[config.mk]
export PLATFORM = sky130hd
export DESIGN_NAME = tdm_demux_4ch
export DESIGN_NICKNAME = d
export VERILOG_FILES = /design/src/rtl/tdm_pkg.sv /design/src/rtl/demux_1_to_4.sv /design/src/rtl/tdm_demux_4ch.sv
export SDC_FILE = /design/constraint.sdc
export NUM_CORES = 1
export LEC_CHECK = 0
export BUFFER_PORTS_ARGS = -buffer_cell sky130_fd_sc_hd__clkbuf_2
export CORE_AREA = 2 2 47 93
export CTS_BUF_LIST = sky130_fd_sc_hd__clkbuf_8
export DETAILED_ROUTE_END_ITERATION = 12
export DIE_AREA = 0 0 49 95
export PLACE_DENSITY = 0.66
export SYNTH_ARGS = -nofsm -noshare
export SYNTH_HDL_FRONTEND = slang
export SYNTH_SLANG_ARGS = --single-unit
[constraint.sdc]
create_clock -name clk -period 1.5 [get_ports clk]
set_input_delay 0.225 -clock clk [delete_from_list [all_inputs] [get_ports clk]]
set_output_delay 0.225 -clock clk [all_outputs]
set_load 0.03 [all_outputs]
[src/rtl/tdm_pkg.sv]
// Shared definitions for the 4-channel TDM receive path: channel geometry and
// the framing FSM state type.
package tdm_pkg;

  localparam int NUM_CH = 4;
  localparam int CH_W   = 2;

  typedef enum logic {
    IDLE = 1'b0,
    RUN  = 1'b1
  } state_t;

  // Per-beat capture decision produced by the framing logic.
  typedef struct packed {
    logic            en;
    logic [CH_W-1:0] sel;
    logic            fv;
    logic            fe;
  } cap_t;

  function automatic logic last_ch(input logic [CH_W-1:0] s);
    return s == CH_W'(NUM_CH - 1);
  endfunction

endpackage

[src/rtl/demux_1_to_4.sv]
// 1-to-4 enable demux: routes a single enable onto the one-hot line picked by sel.
module demux_1_to_4
  import tdm_pkg::*;
(
  input  logic              en,
  input  logic [CH_W-1:0]   sel,
  output logic [NUM_CH-1:0] oh
);

  always_comb begin
    oh = '0;
    if (en) oh[sel] = 1'b1;
  end

endmodule

[src/rtl/tdm_demux_4ch.sv]
// TDM receive demux: steers each bus beat into its channel register, flags
// completed frames and frames aborted by an early sof.
module tdm_demux_4ch
  import tdm_pkg::*;
#(
  parameter int WIDTH = 8
) (
  input  logic             clk,
  input  logic             rst_n,
  input  logic [WIDTH-1:0] din,
  input  logic             din_valid,
  input  logic             sof,
  output logic [WIDTH-1:0] y0,
  output logic [WIDTH-1:0] y1,
  output logic [WIDTH-1:0] y2,
  output logic [WIDTH-1:0] y3,
  output logic [3:0]       ch_strobe,
  output logic             frame_valid,
  output logic             frame_err,
  output logic [1:0]       ch_sel
);

  state_t                         state;
  logic [CH_W-1:0]                sel_q;
  logic [NUM_CH-1:0][WIDTH-1:0]   y_q;
  cap_t                           cap;
  logic [NUM_CH-1:0]              cap_oh;

  // sof always re-anchors on channel 0; a non-sof beat only lands while in a frame.
  always_comb begin
    cap = '0;
    if (din_valid) begin
      if (sof) begin
        cap.en  = 1'b1;
        cap.sel = '0;
        cap.fe  = (state == RUN);
      end else if (state == RUN) begin
        cap.en  = 1'b1;
        cap.sel = sel_q;
        cap.fv  = last_ch(sel_q);
      end
    end
  end

  demux_1_to_4 u_demux (
    .en  (cap.en),
    .sel (cap.sel),
    .oh  (cap_oh)
  );

  always_ff @(posedge clk or negedge rst_n) begin
    if (!rst_n) begin
      state       <= IDLE;
      sel_q       <= '0;
      ch_strobe   <= '0;
      frame_valid <= 1'b0;
      frame_err   <= 1'b0;
    end else begin
      ch_strobe   <= cap_oh;
      frame_valid <= cap.fv;
      frame_err   <= cap.fe;
      if (din_valid) begin
        case (state)
          IDLE: if (sof) begin
            sel_q <= CH_W'(1);
            state <= RUN;
          end
          RUN: if (sof) begin
            sel_q <= CH_W'(1);
          end else begin
            // channel 3 wraps sel_q back to 0 for the next frame
            sel_q <= sel_q + 1'b1;
            if (last_ch(sel_q)) state <= IDLE;
          end
          default: state <= IDLE;
        endcase
      end
    end
  end

  for (genvar i = 0; i < NUM_CH; i++) begin : g_ch
    always_ff @(posedge clk or negedge rst_n) begin
      if (!rst_n)         y_q[i] <= '0;
      else if (cap_oh[i]) y_q[i] <= din;
    end
  end

  assign y0     = y_q[0];
  assign y1     = y_q[1];
  assign y2     = y_q[2];
  assign y3     = y_q[3];
  assign ch_sel = sel_q;

endmodule
-- Word level (Yosys, flattened, before mapping)
Index checks and enable logic that the tools add are counted.
- bits in registers: 41
- input port bits: 12
- output and inout port bits: 40
- word-level logic and storage cells: 32
- add/subtract/negate cells: 1
- magnitude comparators: 2
- equal/unequal tests: 2
- mux-type cells: 15
- bitwise logic cells: 1
- reductions and logical operators: 2
- operator list (operator ; number):
    $mux W4 ; 2
    $mux W1 ; 6
    $mux W5 ; 1
    $mux W2 ; 2
    $pmux W2 S2 ; 1
    $lt A2 B3 Y1 const B ; 1
    $mux W3 ; 1
    $add A2 B1 Y2 const B ; 1
    $demux W1 S2 ; 1
    $eq A2 B2 Y1 const B ; 1
    $ge A2 B1 Y1 const B ; 1
    $ne A2 B2 Y1 const B ; 1
    $pmux W1 S2 ; 1
    $reduce_and A2 Y1 ; 1
    $logic_and A1 B1 Y1 ; 1
    $not A1 Y1 ; 1

-- Logic depth before layout (Yosys ltp)
- depth in word-level cells: 9
- mapped depth: 5
- depth with buffers taken out: 4

-- By module
A second synthesis with hierarchy kept.
- cell total of the unflattened synthesis: 97
- area total of the unflattened synthesis: 1574.0 µm²
- by module, submodules not included (module ; times used ; cells each ; area each (µm²) ; seq. area each (µm²)):
    tdm_demux_4ch ; 1 ; 93 ; 1536.5 ; 1026.0
    demux_1_to_4 ; 1 ; 4 ; 37.5 ; 0.0

-- Worst setup path after synthesis
Ideal clock, no wire load.
- path kind: flip-flop to flip-flop
- start point: reg sel_q[0] (netlist: ch_sel[0])
- end point: reg y_q, in the netlist y1[0]
- setup time: 125 ps
- arrival: 1485 ps
- required time: 1375 ps
- setup slack: -110 ps
- stages on the path, launching flop included: 5
- path buffers: 1
- cells stage by stage: dfrtp_1 and4b_1 and2_4 buf_6 mux2_4
- longest elaborated chain between the ends: 8
- elaborated cells on any way between the ends: 9
- classes of those cells: order compare: 2; mux: 6; reduce/logical: 1
- ends and longest elaborated chain (what ; line ; text):
    from (decl) ; tdm_demux_4ch.sv:24 ; logic [CH_W-1:0] sel_q;
    from (signal assigned) ; tdm_demux_4ch.sv:72 ; sel_q <= sel_q + 1'b1;
    $mux W4 * ; tdm_demux_4ch.sv:37 ; end else if (state == RUN) begin
    $mux W3 * ; tdm_demux_4ch.sv:33 ; if (sof) begin
    $mux W5 * ; tdm_demux_4ch.sv:32 ; if (din_valid) begin
    $lt A2 B3 Y1 (implied by the code) or $ge A2 B1 Y1 (tied branches) ; demux_1_to_4.sv:12 ; if (en) oh[sel] = 1'b1;
    $logic_and A1 B1 Y1 (implied by the code) ; demux_1_to_4.sv:12 ;
    $mux W1 (implied by the code) ; demux_1_to_4.sv:12 ;
    $demux W1 S2 * ; n/a ;
    $mux W4 * ; demux_1_to_4.sv:12 ;
    net cap_oh[1] ; tdm_demux_4ch.sv:27 ; logic [NUM_CH-1:0] cap_oh;
    to (signal, indexed assignment) ; tdm_demux_4ch.sv:84 ; else if (cap_oh[i]) y_q[i] <= din;
    to (decl) ; tdm_demux_4ch.sv:25 ; logic [NUM_CH-1:0][WIDTH-1:0] y_q;
Mark *: on every way through the listed nets, which the timed path passes. The rest lies on a longest branch.
A chain may end at the register's enable or synchronous reset.

-- Final worst setup path
- start point: reg state
- end point: reg y_q, in the netlist y2[2]
- longest elaborated chain between the ends: 8
- elaborated cells on any way between the ends: 9
- classes of those cells: order compare: 2; mux: 6; reduce/logical: 1
- ends and longest elaborated chain (what ; line ; text):
    from (decl) ; tdm_demux_4ch.sv:23 ; state_t state;
    from (signal assigned) ; tdm_demux_4ch.sv:53 ; state <= IDLE;
    from (signal assigned) ; tdm_demux_4ch.sv:66 ; state <= RUN;
    from (signal assigned) ; tdm_demux_4ch.sv:73 ; if (last_ch(sel_q)) state <= IDLE;
    $mux W4 * ; tdm_demux_4ch.sv:37 ;
    $mux W3 * ; tdm_demux_4ch.sv:33 ;
    $mux W5 * ; tdm_demux_4ch.sv:32 ;
    $lt A2 B3 Y1 (implied by the code) or $ge A2 B1 Y1 (tied branches) ; demux_1_to_4.sv:12 ;
    $logic_and A1 B1 Y1 (implied by the code) ; demux_1_to_4.sv:12 ;
    $mux W1 (implied by the code) ; demux_1_to_4.sv:12 ;
    $demux W1 S2 ; n/a ;
    $mux W4 * ; demux_1_to_4.sv:12 ;
    net cap_oh[2] ; tdm_demux_4ch.sv:27 ;
Marked as above.

==> results.md <==
- Number of H-tree branching levels: 2
- Max-cap violations: 0
- Post-synthesis cell count: 98
- Instance area at placement: around 2000 sq um
- Reg-to-reg slack, setup: 0.06 ns
- Row count: 33
- Total I/O pin count: 52
- Net count reported at finish: 171
- Final RePlAce weighted congestion: 0.7637
- Filler-free cell count of the finished design: 211
- Delay of the slowest cell on the worst path: 0.40 ns
- Area taken by flip-flops and latches: 1028 sq um
- Most frequent standard cell in the layout excluding fill and tap cells: clkbuf_2
- Placeable core region: roughly 4000 sq um
- Total congestion overflow after global routing: 0
- Share of layout cells above drive strength 1: a little under two thirds
- Number of placed cells counting well taps: 202
- Overall fraction of global-route tracks in use: 14.20%
- Startpoint type of the worst setup path: flop
- Endpoint of the most critical register-to-register path: y2[2]
- Launch instance of the worst register-to-register path: state
- Pin count of the biggest net entering global routing: 37
- VDD IR max: ~0.0015 V
- Average wire length per cell after detail routing: 14.07 microns
- Final Hold Violating Endpoints: 0
- Initial standard-cell utilization of the core: 39.83%
- Synth Cell Area: roughly 1600 sq um
- Global routing met3 resource utilization: 2.848%
- Total clock buffers created by CTS: 5
- Period utilisation layout: 95.75%
- Clock-pin slew on the worst setup and hold paths: 0.08 ns
- Number of antenna-violating nets in the routed design: 0
- Critical path's top delay family: flip-flops
- Post-route minimum period: 1.436 ns
- Via density per instance: 4.692
- Crit path required time: 1.68 ns
- Critical setup path kind: flop to flop
- Clock latency reported for the late side of the worst-skew pair: 0.29 ns
- Floorplan die area: 4655 sq um
- Post-Synthesis Mean Instance Area: ~16 sq um
- Worst Setup Slack, final: 0.06380 ns
- Initial DRT Pass Iterations: 3
- Number of I/O port buffers: just over 50
- Hold Path Origin: din[2]
- Setup Fix Bufs, Post-CTS: 0
- Pins over their slew limit: 0
- Vias post-DR: between 900 and 1000
- Largest fanout on the critical path: 9
- DR DRC count: 0
- Fraction of met1 tracks used by global routing: 19.52%
- Horizontal die dimension: 49 microns
- Flip-flop and latch count after synthesis: between 40 and 50
- Depth of the most critical reg-to-reg path: 5
- Kind of end point of the critical path: flop
- DRT Wirelength: 2.968 mm
- First-pass GRT wire length: 5.023 mm
- Hold Crit Endpoint: y1[2]
- Total leakage power: 1.063 nW
- Fill cell instance count of the final layout: between 300 and 400
- Global routing usage on met2: approximately 22%
- Hold/Removal Path Class: input port to flop
- Setup Slack @ Placement: slightly below 0.02 ns
- Antenna cell count: 0
- Maximum buffer depth of the clock tree: 2
- Root cell of the clock tree: clkbuf_8
- Total number of clock tree sinks: 41
- Power per unit of standard cell area: 2347 nW/um^2
- Fin util: 52.73%
- Detail Placement HPWL: 2.085 mm
- Measured slew at the worst slew-check pin: slightly below 0.4 ns
- Initial drt markers: 8
- Ordered cell list for the critical path: buf_6, nand3b_1, nor3_4, buf_12, mux2_2
- Clock tree from TritonCTS: built
- Number of instances on the worst hold path: 2
- Worst path arrival time: 1.62 ns
- Count of final setup violators: 0
- Synthesis-to-finish area growth: 32.39%
- Fmax: 0.6963 GHz
- Number of global-route vias before repair: approximately 1000
- Seq/Total Area, Yosys: 64.31%
- Setup clock skew after layout: 0.006108 ns
- Height of the chip: approximately 95 microns
- Footprint of the multi-input gates: 541.8 sq um
- Commonest non-fill, non-tap cells in the layout: clkbuf_2 (51), dfrtp_1 (39), mux2_2 (23), mux2_4 (9), clkbuf_8 (5)
- Number of warnings printed during yosys synthesis: 0
- Count of different cell masters after synthesis: 23
- Slowest stage cell, crit path: dfrtp_1
- Count of buffering cells on the critical path with inverters included: 2
- Setup repair after global routing missed its margin: yes
- Most congested layer reported by global routing: met2
- Run status: finished, final reports clean
- Finished Cell Area: between 2000 and 2500 sq um
- Worst relative slew slack: between 70% and 80%
- Syn Nets: about 110
- Number of antenna violations at the first check in global routing: 0
registers in the layout (all words and copies together) (netlist names), 2 cells and up:
name	flops
ch_sel	2
ch_strobe	4
y0	8
y1	8
y2	8
y3	8
synth_stat cells:
cell type   n  area [sq um]
dfrtp_1    41          1026
nand3b_1    1         7.510
mux2_2     24         270.3
nand2_1     1         3.750
buf_4       1         7.510
nor3_4      1         16.27
and2_4      1         8.760
o21a_1      2         15.01
a22o_1      1         8.760
and4b_1     1         10.01
nor3b_1     1         7.510
o22ai_1     1         6.260
buf_6       1         11.26
nor2_1      1         3.750
o22a_1      1         8.760
nand2_2     1         6.260
buf_2       1         5.000
inv_1       4         15.01
mux2_4      8         120.1
ha_1        1         12.51
nand3_1     2         10.01
o21ai_2     1         8.760
and3_1      1         6.260
layout make-up:
type | count | share of cell area [%]
Clock inverter | 3 | 3.258
Timing Repair Buffer | 56 | 15.34
Multi-Input combinational cell | 50 | 25.65
Inverter | 4 | 0.7109
Clock buffer | 5 | 3.258
Tap cell | 52 | 3.081
Sequential cell | 41 | 48.70
how the worst max path moves through the flow:
stage                     startpoint  endpoint  slack (ns)  depth (start not counted)
after global placement         state     y0[4]        0.07                          3
final                          state     y2[2]        0.06                          5
after detailed placement       state     y0[0]        0.02                          3
after CTS                      state     y0[2]        0.02                          3
after floorplan            ch_sel[0]     y1[0]        0.03                          4
after global routing           state     y2[5]       -0.03                          5
through the flow:
| stage | setup TNS (ns) | hold WS [ns] | total power [mW] |
|---|---|---|---|
| after global placement | 0 | 0.07481 | 3.875 |
| after floorplan | 0 | -0.07059 | 3.296 |
| after detailed placement | 0 | 0.07660 | 3.912 |
| final | 0 | 0.2082 | 4.957 |
| after CTS | 0 | 0.2028 | 4.988 |
| after global routing | -0.1524 | 0.2198 | 5.220 |
layer usage:
layer / up-vias / routed length [microns]
met1: 473 / 1384
met4: 0 / 59
met3: 6 / 196
li1: 464 / -
met5: - / 0
met2: 47 / 1327
report_power, final:
| part | total, mW | switching, mW | leakage (nW) | internal (mW) |
|---|---|---|---|---|
| clock network | 1.06 | 0.387 | 0.0687 | 0.670 |
| logic | 2.10 | 1.30 | 0.494 | 0.795 |
| registers | 1.80 | 0.262 | 0.501 | 1.54 |
| total | 4.96 | 1.95 | 1.06 | 3.01 |
cells by family after synthesis:
group           after synthesis  synth area share [%]
flops                        41                 64.31
fa+ha+maj                     1                0.7842
buf+inv                       7                 2.431
mux                          32                 24.47
simple gates                 11                 5.020
compound gates                6                 2.981
repair_timing:
item	CTS	global route
hold buffers	1	0
endpoints found under the setup margin	0	16
gates resized for setup	0	3
hold endpoints to repair	5	0
Note: power is estimated with default switching activity, not from simulation.
